### config.mk
export PLATFORM = sky130hd
export DESIGN_NAME = if_fetch_unit
export DESIGN_NICKNAME = d
export VERILOG_FILES = /design/src/rtl/if_fetch_unit.sv
export SDC_FILE = /design/constraint.sdc
export NUM_CORES = 1
export LEC_CHECK = 0
export BUFFER_PORTS_ARGS = -buffer_cell sky130_fd_sc_hd__buf_2
export CAP_MARGIN = 20
export CORE_UTILIZATION = 56
export DETAILED_ROUTE_END_ITERATION = 8
export GPL_TIMING_DRIVEN = 1
export PLACE_DENSITY = 0.92
export RECOVER_POWER = 100
export SYNTH_ARGS = -nofsm -noshare
export SYNTH_HDL_FRONTEND = slang
export SYNTH_SLANG_ARGS = --single-unit
### constraint.sdc
create_clock -name clk -period 5.4 [get_ports clk]
set_input_delay 1.08 -clock clk [delete_from_list [all_inputs] [get_ports clk]]
set_output_delay 1.08 -clock clk [all_outputs]
set_load 0.01 [all_outputs]
### src/rtl/if_fetch_unit.sv
// rtl/if_fetch_unit.sv - instruction fetch stage: PC, credit-limited imem requests, instruction buffer
module if_fetch_unit #(
  parameter int              XLEN       = 32,
  parameter logic [XLEN-1:0] RESET_PC   = '0,
  parameter int              FIFO_DEPTH = 2
) (
  input  logic            clk,
  input  logic            rst,
  output logic            imem_req_valid,
  input  logic            imem_req_ready,
  output logic [XLEN-1:0] imem_req_addr,
  input  logic            imem_resp_valid,
  input  logic [XLEN-1:0] imem_resp_data,
  input  logic            redirect_valid,
  input  logic [XLEN-1:0] redirect_pc,
  output logic            instr_valid,
  input  logic            instr_ready,
  output logic [XLEN-1:0] instruction,
  output logic [XLEN-1:0] instr_pc
);

  localparam int CW = $clog2(FIFO_DEPTH + 1);
  localparam int SW = CW + 1;
  localparam int PW = (FIFO_DEPTH > 1) ? $clog2(FIFO_DEPTH) : 1;

  typedef enum logic {S_BOOT = 1'b0, S_RUN = 1'b1} state_t;

  state_t          state_q;
  logic [XLEN-1:0] fetch_pc_q, fetch_pc_d;
  logic [CW-1:0]   outst_q, outst_d;
  logic [CW-1:0]   drop_q, drop_d;
  logic [CW-1:0]   iq_cnt_q, iq_cnt_d;
  logic [PW-1:0]   pcq_rd_q, pcq_rd_d, pcq_wr_q, pcq_wr_d;
  logic [PW-1:0]   iq_rd_q, iq_rd_d, iq_wr_q, iq_wr_d;

  // PCs of in-flight requests, and the buffered {word, pc} pairs
  logic [XLEN-1:0] pcq_mem [FIFO_DEPTH];
  logic [XLEN-1:0] iq_data [FIFO_DEPTH];
  logic [XLEN-1:0] iq_pc   [FIFO_DEPTH];

  logic credit_ok, req_fire, resp_keep, pop;
  logic unused_redirect_lo;

  // the low redirect bits are architecturally ignored
  assign unused_redirect_lo = ^redirect_pc[1:0];

  function automatic logic [PW-1:0] ptr_inc(input logic [PW-1:0] p);
    return (p == PW'(FIFO_DEPTH - 1)) ? '0 : p + 1'b1;
  endfunction

  // every in-flight request reserves a buffer slot, so the buffer can never overflow
  assign credit_ok      = ({1'b0, outst_q} + {1'b0, iq_cnt_q}) < SW'(FIFO_DEPTH);
  assign imem_req_valid = (state_q == S_RUN) && !redirect_valid && credit_ok;
  assign imem_req_addr  = fetch_pc_q;
  assign req_fire       = imem_req_valid && imem_req_ready;
  assign resp_keep      = imem_resp_valid && (drop_q == '0) && !redirect_valid;

  assign instr_valid = (iq_cnt_q != '0);
  assign pop         = instr_valid && instr_ready;
  assign instruction = instr_valid ? iq_data[iq_rd_q] : '0;
  assign instr_pc    = instr_valid ? iq_pc[iq_rd_q]   : '0;

  // next-state for PC, credit counters and both queue pointers
  always_comb begin
    fetch_pc_d = fetch_pc_q;
    if (redirect_valid) begin
      fetch_pc_d = {redirect_pc[XLEN-1:2], 2'b00};
    end else if (req_fire) begin
      fetch_pc_d = fetch_pc_q + XLEN'(4);
    end

    outst_d = outst_q + CW'(req_fire) - CW'(imem_resp_valid);

    // on redirect, everything still pending after this cycle is stale
    drop_d = drop_q;
    if (redirect_valid) begin
      drop_d = outst_d;
    end else if (imem_resp_valid && (drop_q != '0)) begin
      drop_d = drop_q - 1'b1;
    end

    pcq_wr_d = req_fire        ? ptr_inc(pcq_wr_q) : pcq_wr_q;
    pcq_rd_d = imem_resp_valid ? ptr_inc(pcq_rd_q) : pcq_rd_q;

    // a same-cycle pop is honoured first, then the flush wipes the rest
    if (redirect_valid) begin
      iq_rd_d  = '0;
      iq_wr_d  = '0;
      iq_cnt_d = '0;
    end else begin
      iq_rd_d  = pop       ? ptr_inc(iq_rd_q) : iq_rd_q;
      iq_wr_d  = resp_keep ? ptr_inc(iq_wr_q) : iq_wr_q;
      iq_cnt_d = iq_cnt_q + CW'(resp_keep) - CW'(pop);
    end
  end

  // FSM and control registers
  always_ff @(posedge clk) begin
    if (rst) begin
      state_q    <= S_BOOT;
      fetch_pc_q <= RESET_PC;
      outst_q    <= '0;
      drop_q     <= '0;
      iq_cnt_q   <= '0;
      pcq_rd_q   <= '0;
      pcq_wr_q   <= '0;
      iq_rd_q    <= '0;
      iq_wr_q    <= '0;
    end else begin
      case (state_q)
        S_BOOT:  state_q <= S_RUN;
        default: state_q <= S_RUN;
      endcase
      fetch_pc_q <= fetch_pc_d;
      outst_q    <= outst_d;
      drop_q     <= drop_d;
      iq_cnt_q   <= iq_cnt_d;
      pcq_rd_q   <= pcq_rd_d;
      pcq_wr_q   <= pcq_wr_d;
      iq_rd_q    <= iq_rd_d;
      iq_wr_q    <= iq_wr_d;
    end
  end

  // queue storage; contents are only meaningful under the pointers, so no reset
  always_ff @(posedge clk) begin
    if (req_fire) begin
      pcq_mem[pcq_wr_q] <= fetch_pc_q;
    end
    if (resp_keep) begin
      iq_data[iq_wr_q] <= imem_resp_data;
      iq_pc[iq_wr_q]   <= pcq_mem[pcq_rd_q];
    end
  end

endmodule

==> results by group, run 1 <==
Die
  – Starting density of the core: between 50% and 60%
  – Die Span Y: 131 µm
  – Die area: around 17000 µm²
  – Die W: 131 µm
  – Row cnt: 46
  – Top-Level Pins: between 150 and 200
  – Core area: 16100 µm²

Placed design
  – Worst setup slack after placement: 1640 ps
  – Placed Instance Area: 10300 µm²
  – PortBufs: 161
  – GP Congestion: between 0.8 and 0.9
  – Placed cells: approximately 1000
  – Post-DP HPWL: about 12000 µm

Cells and area
  – Syn-to-layout area delta: 16.9%
  – ANT cells: 0
  – Non-Filler Instances: 1066
  – Final instance area: 10900 µm²
  – Share of post-route cells with drive strength above 1: between 10% and 20%
  – Nets: 912

Logic synthesis
  – Top_reg_cell synth: edfxtp_1
  – Netlist cell types: 55
  – Cells after Synth: around 670
  – Register area share after synthesis: 68.6%
  – Synth top area share: 59.4%
  – Synth async-reset ratio: 0%
  – Synth cell count leaders: edfxtp_1, nor2_1, mux2i_1
  – Dominant cells by area after synthesis: edfxtp_1, dfxtp_1, mux2i_1
  – Synth Register Bits: roughly 230
  – Synth Area per Inst: ~14 µm²
  – Number of synthesized flops with an enable pin: 184
  – Cell taking the most area after synthesis: edfxtp_1
  – Cell with the most instances after synthesis: edfxtp_1
  – Syn Std Cell Area: 9310 µm²
  – YS warnings: 0

Pwr
  – Internal power: 3.05 mW
  – Seq pwr share: 52.1%
  – Clock power frac: 40.0%
  – Cell Pwr Density: 359 nW/µm²
  – Worst vdd ir: around 220 µV
  – P_sw: ~860 µW
  – Comb power frac: between 7 and 8%
  – LEAKAGE: approximately 3.6 nW
  – Sw frac: 22.0%

Timing
  – Final Setup Violations: 0
  – Skew final: approximately 9.9 ps
  – Setup TNS: 0 ps
  – Worst-Margin Slew: 2020 ps
  – Part of the cycle the worst path needs: 78.2%
  – Slew Viols, Final: about 210
  – Fin crit period: 4220 ps
  – Fmax: ~240 MHz
  – Slew HR: -35.5%
  – Fin. Hold Viols: 0
  – RSZ-0062 raised after global routing: no
  – Final worst slack: 1180 ps

Clock network
  – Post-CTS Setup Inserts: 0
  – CTS buffer count: 23
  – Clk slew on worst S/H paths: about 60 ps
  – CTS root buf: clkbuf_16
  – CTS Buffer Depth: 3
  – Worst-Skew Late Latency: approximately 500 ps
  – H-tree levels: 1
  – Clock tree sinks: 227
  – CTS Hold Buffers Added: 0
  – CTS tree: done
  – Post_cts resized: 0

Setup path
  – Largest delay share family, worst path: buffers and inverters
  – Crit path required time: 5480 ps
  – CP Class: input port to flop
  – CP max stage delay: 1380 ps
  – CP Capture Type: flop
  – R2R cell count: 7
  – CP bufs+invs: 3
  – Critical-path top delay cell: clkbuf_1
  – Critical path depth: 6
  – CP arrival: 4310 ps
  – Crit-path max FO: 53
  – Crit start category: input port
  – Crit-path cells: buf_2 > nor4b_1 > and2_4 > inv_4 > nor2_2 > clkbuf_1

Run status
  – Outcome: finished with violations
  – Failing checks: capacitance limit, slew limit

Min path
  – Hold WC Path Type: flop to flop
  – Hold-critical path depth: 0

Job
  – Maxcap violations: 6

Route
  – Metal3 WL: 1700 µm
  – DR pass1 iterations: 6
  – Routed Wire Length: around 20000 µm
  – Metal2 WL: 9560 µm
  – DR top layer: met4
  – DRC: 0
  – Routed vias: 6145
  – DRT antenna net count: 0
  – WL met1: 7740 µm
  – Avg Vias per Cell: 5.76
  – DR WL/cell: 18.3 µm
  – DRT iter0 DRCs: 593

Global routing
  – Vias in the first global route: 5796
  – Total grt overflow: 0
  – Tot GR Track Use: 22.7%
  – Largest net degree at the start of global routing: 63
  – First-pass GRT wire length: about 30000 µm
  – Initial antenna violation count: 0
## state kept, by name (all words and copies together) (netlist names), named ones only
register,flops
iq_pc,60
pcq_wr_q,1
pcq_rd_q,1
iq_rd_q,1
state_q,1
iq_cnt_q,2
iq_wr_q,1
imem_req_addr,30
pcq_mem,60
drop_q,2
iq_data,64
outst_q,2
## cells by family (layout without fill, tap and decap cells)
| group | after synthesis | count (layout) | synth area share, % |
|---|---|---|---|
| buffers and inverters | 55 | 228 | 2.82 |
| other | 1 | 4 | 0.0403 |
| adder cells (fa/ha/maj) | 7 | 7 | 1.02 |
| AND/OR/NAND/NOR | 198 | 198 | 10.5 |
| XOR/XNOR | 11 | 11 | 1.04 |
| flip-flops | 227 | 227 | 68.6 |
| AO/OA/AOI/OAI | 80 | 80 | 5.28 |
| multiplexers | 95 | 95 | 10.6 |
## cells in the final DEF (no fill, tap or decap), types with 6 or more instances in the layout
master       n
nand4_1     12
nor2_1      95
o21ai_0     17
ha_1         6
buf_2       58
a31oi_1     16
dfxtp_1     42
clkbuf_16   23
clkbuf_1   112
nor3_1      11
nor4_1       8
mux2_2      11
nand3_1     11
mux2_1      21
nand2_1     24
inv_1       16
xnor2_1      8
edfxtp_1   184
a21oi_1     23
mux2i_1     63
## metal layers
metal / vias to the layer above / GRT usage [%]
met2: 338 / 37.7
met5: - / 0
met3: 60 / 4.60
met1: 2915 / 29.3
met4: 0 / 9.06
li1: 2832 / -
## power by group through the flow
stage / clock network (mW) / registers, mW / logic, mW
4_1_cts: 1.59 / 2.04 / 0.324
3_3_place_gp: 0 / 2.07 / 0.310
3_5_place_dp: 0 / 2.07 / 0.321
5_1_grt: 1.65 / 2.04 / 0.342
6_report: 1.56 / 2.04 / 0.308
2_1_floorplan: 0 / 2.06 / 0.206
## per-stage QoR
stage               utilization, %  power (mW)  hold slack, ps
floorplan                        -        2.27             480
global placement              64.1        2.38             494
detailed placement            64.1        2.39             509
CTS                           68.8        3.95             528
global route                  67.8        4.04             537
finish                        67.8        3.91             535
## cell type report
cell class	count	area, µm²
clock buffers	29	618
multi-input cells	395	2660
repair buffers	171	751
flip-flops and latches	227	6390
well taps	216	270
inverters	17	66.3
fillers	1146	5170
clock inverters	11	129
## path summary, 6_finish.rpt
path | slack, ps | endpoint | startpoint
worst max register to register | 1310 | pcq_mem[0][28] | iq_cnt_q[0]
worst max-delay path | 1180 | pcq_mem[0][28] | redirect_valid
worst min register to register | 540 | pcq_mem[0][31] | imem_req_addr[31]
worst min-delay path | 540 | pcq_mem[0][31] | imem_req_addr[31]
No activity file was read; power rests on OpenSTA's default activity.
==> run 2, diff against run 1 <==
clock period = 3.9 ns   (was 5.4 ns; I/O delays follow)
==> run 2 against run 1 <==
Net effect:
- the flow still finishes with violations (capacitance limit, slew limit)
- hold slack lost 64 ps
- clock skew grew 3.3 ps
- utilization grew 0.60 points
- global-route usage shrank 0.35 points
- sequential share of layout area shrank 0.51 points
- wire length shrank 1.8%
- sequential cell count is the same
- sequential power grew 38%
- highest routed layer unchanged
==> results by group, run 2 (synthesis gave the netlist of run 1 again) <==
Global routing
  – First-pass GRT wire length: roughly 29000 µm
  – Initial antenna violation count: 0
  – Total grt overflow: 0
  – Vias in the first global route: between 5000 and 6000
  – Largest net degree at the start of global routing: 63
  – Tot GR Track Use: between 20 and 25%

Clock network
  – Clock tree sinks: approximately 230
  – H-tree levels: 1
  – Clk slew on worst S/H paths: 60 ps
  – Post-CTS Setup Inserts: 0
  – CTS buffer count: 23
  – Worst-Skew Late Latency: around 500 ps
  – Post_cts resized: 0
  – CTS Hold Buffers Added: 0
  – CTS root buf: clkbuf_16
  – CTS Buffer Depth: 3
  – CTS tree: done

Route
  – DRC: 0
  – Avg Vias per Cell: ~5.7
  – DRT iter0 DRCs: 566
  – DR pass1 iterations: 5
  – DR WL/cell: 17.9 µm
  – DRT antenna net count: 0
  – Routed Wire Length: 19100 µm
  – Routed vias: 6046

Timing
  – Fin crit period: 3190 ps
  – Setup TNS: 0 ps
  – RSZ-0062 raised after global routing: no
  – Fmax: 313 MHz
  – Fin. Hold Viols: 0
  – Final Setup Violations: 0
  – Part of the cycle the worst path needs: about four fifths
  – Fin Hold WS: approximately 470 ps
  – Slew Viols, Final: about 160
  – Slew HR: -31.1%
  – Skew final: between 10 and 15 ps
  – Worst-Margin Slew: between 1500 and 2000 ps

Cells and area
  – Commonest non-fill, non-tap cell in the layout: edfxtp_1
  – Final Util: 68.4%
  – Commonest cells after routing, fill and taps aside: edfxtp_1, clkbuf_1, nor2_1, mux2i_1, buf_2
  – Fill count: 1117
  – Max FFs per register: between 60 and 70
  – Sequential cell area: 6390 µm²
  – Reg with most FFs: iq_data
  – Nets: 914
  – Area of the multi-input gates: 2670 µm²
  – Share of post-route cells with drive strength above 1: roughly 14%
  – ANT cells: 0
  – Regs by FF count: iq_data (64), iq_pc (60), pcq_mem (60)
  – Syn-to-layout area delta: 18.0%

Die
  – Die area: roughly 17000 µm²
  – Row cnt: 46
  – Starting density of the core: between 50% and 60%
  – Top-Level Pins: 168
  – Die Span Y: 131 µm
  – Die W: 131 µm
  – Core area: 16100 µm²

Setup path
  – Crit-path max FO: 18
  – CP Capture Type: flop
  – Crit start category: flop
  – Crit path required time: 4300 ps
  – CP arrival: 3590 ps
  – CP Class: flop to flop

Placed design
  – PortBufs: 161
  – Post-DP HPWL: 11900 µm
  – GP Congestion: 0.842

Job
  – Maxcap violations: 4

Run status
  – Outcome: finished with violations
  – Failing checks: capacitance limit, slew limit

Min path
  – Hold WC Path Type: input port to flop

Pwr
  – Cell Pwr Density: 510 nW/µm²
  – LEAKAGE: 3.66 nW
  – Worst vdd ir: 348 µV
## run 2: cell type report
class                           instances  area share [%]
Clock buffer                           28            5.80
Tap cell                              216            2.46
Sequential cell                       227            58.2
Clock inverter                         13            1.72
Timing Repair Buffer                  173            6.87
Inverter                               17           0.604
Multi-Input combinational cell        395            24.4
## run 2: where the power goes
part / internal [mW] / switching (mW)
sequential: 2.75 / 0.0688
combinational: 0.163 / 0.270
clock: 1.49 / 0.864
## run 2: metrics by stage
step | setup slack (ps) | power, mW | cells | cell area [µm²]
2_1_floorplan | -300 | 3.14 | 677 | 9320
3_3_place_gp | 1060 | 3.30 | 1028 | 10300
3_5_place_dp | 970 | 3.32 | 1028 | 10300
4_1_cts | 855 | 5.65 | 1069 | 11200
5_1_grt | 402 | 5.79 | 1069 | 11000
6_report | 706 | 5.60 | 1069 | 11000
## run 2: critical path, stage by stage (launching register included)
cell      delay (ps)
dfxtp_1          390
and2_0           170
fa_1             460
nor4b_4          370
and2_0           270
clkbuf_1         720
nand3_2          200
or3_1            360
a31oi_1          160
## run 2: routing by layer
layer	vias to the layer above	track usage [%]	wire length, µm
li1	2838	-	-
met1	2835	28.9	7840
met2	326	36.9	9080
met3	47	4.11	1640
met4	0	10.1	585
met5	-	0	0
## run 2: final timing paths
kind / startpoint / end / slack (ps) / cells past startpoint
worst max-delay path: iq_cnt_q[0] / imem_req_addr[20] / 710 / 8
worst min register to register: imem_req_addr[31] / pcq_mem[1][31] / 510 / 0
worst max register to register: iq_cnt_q[0] / imem_req_addr[20] / 710 / 8
worst min-delay path: imem_resp_data[1] / iq_data[1][1] / 470 / 1
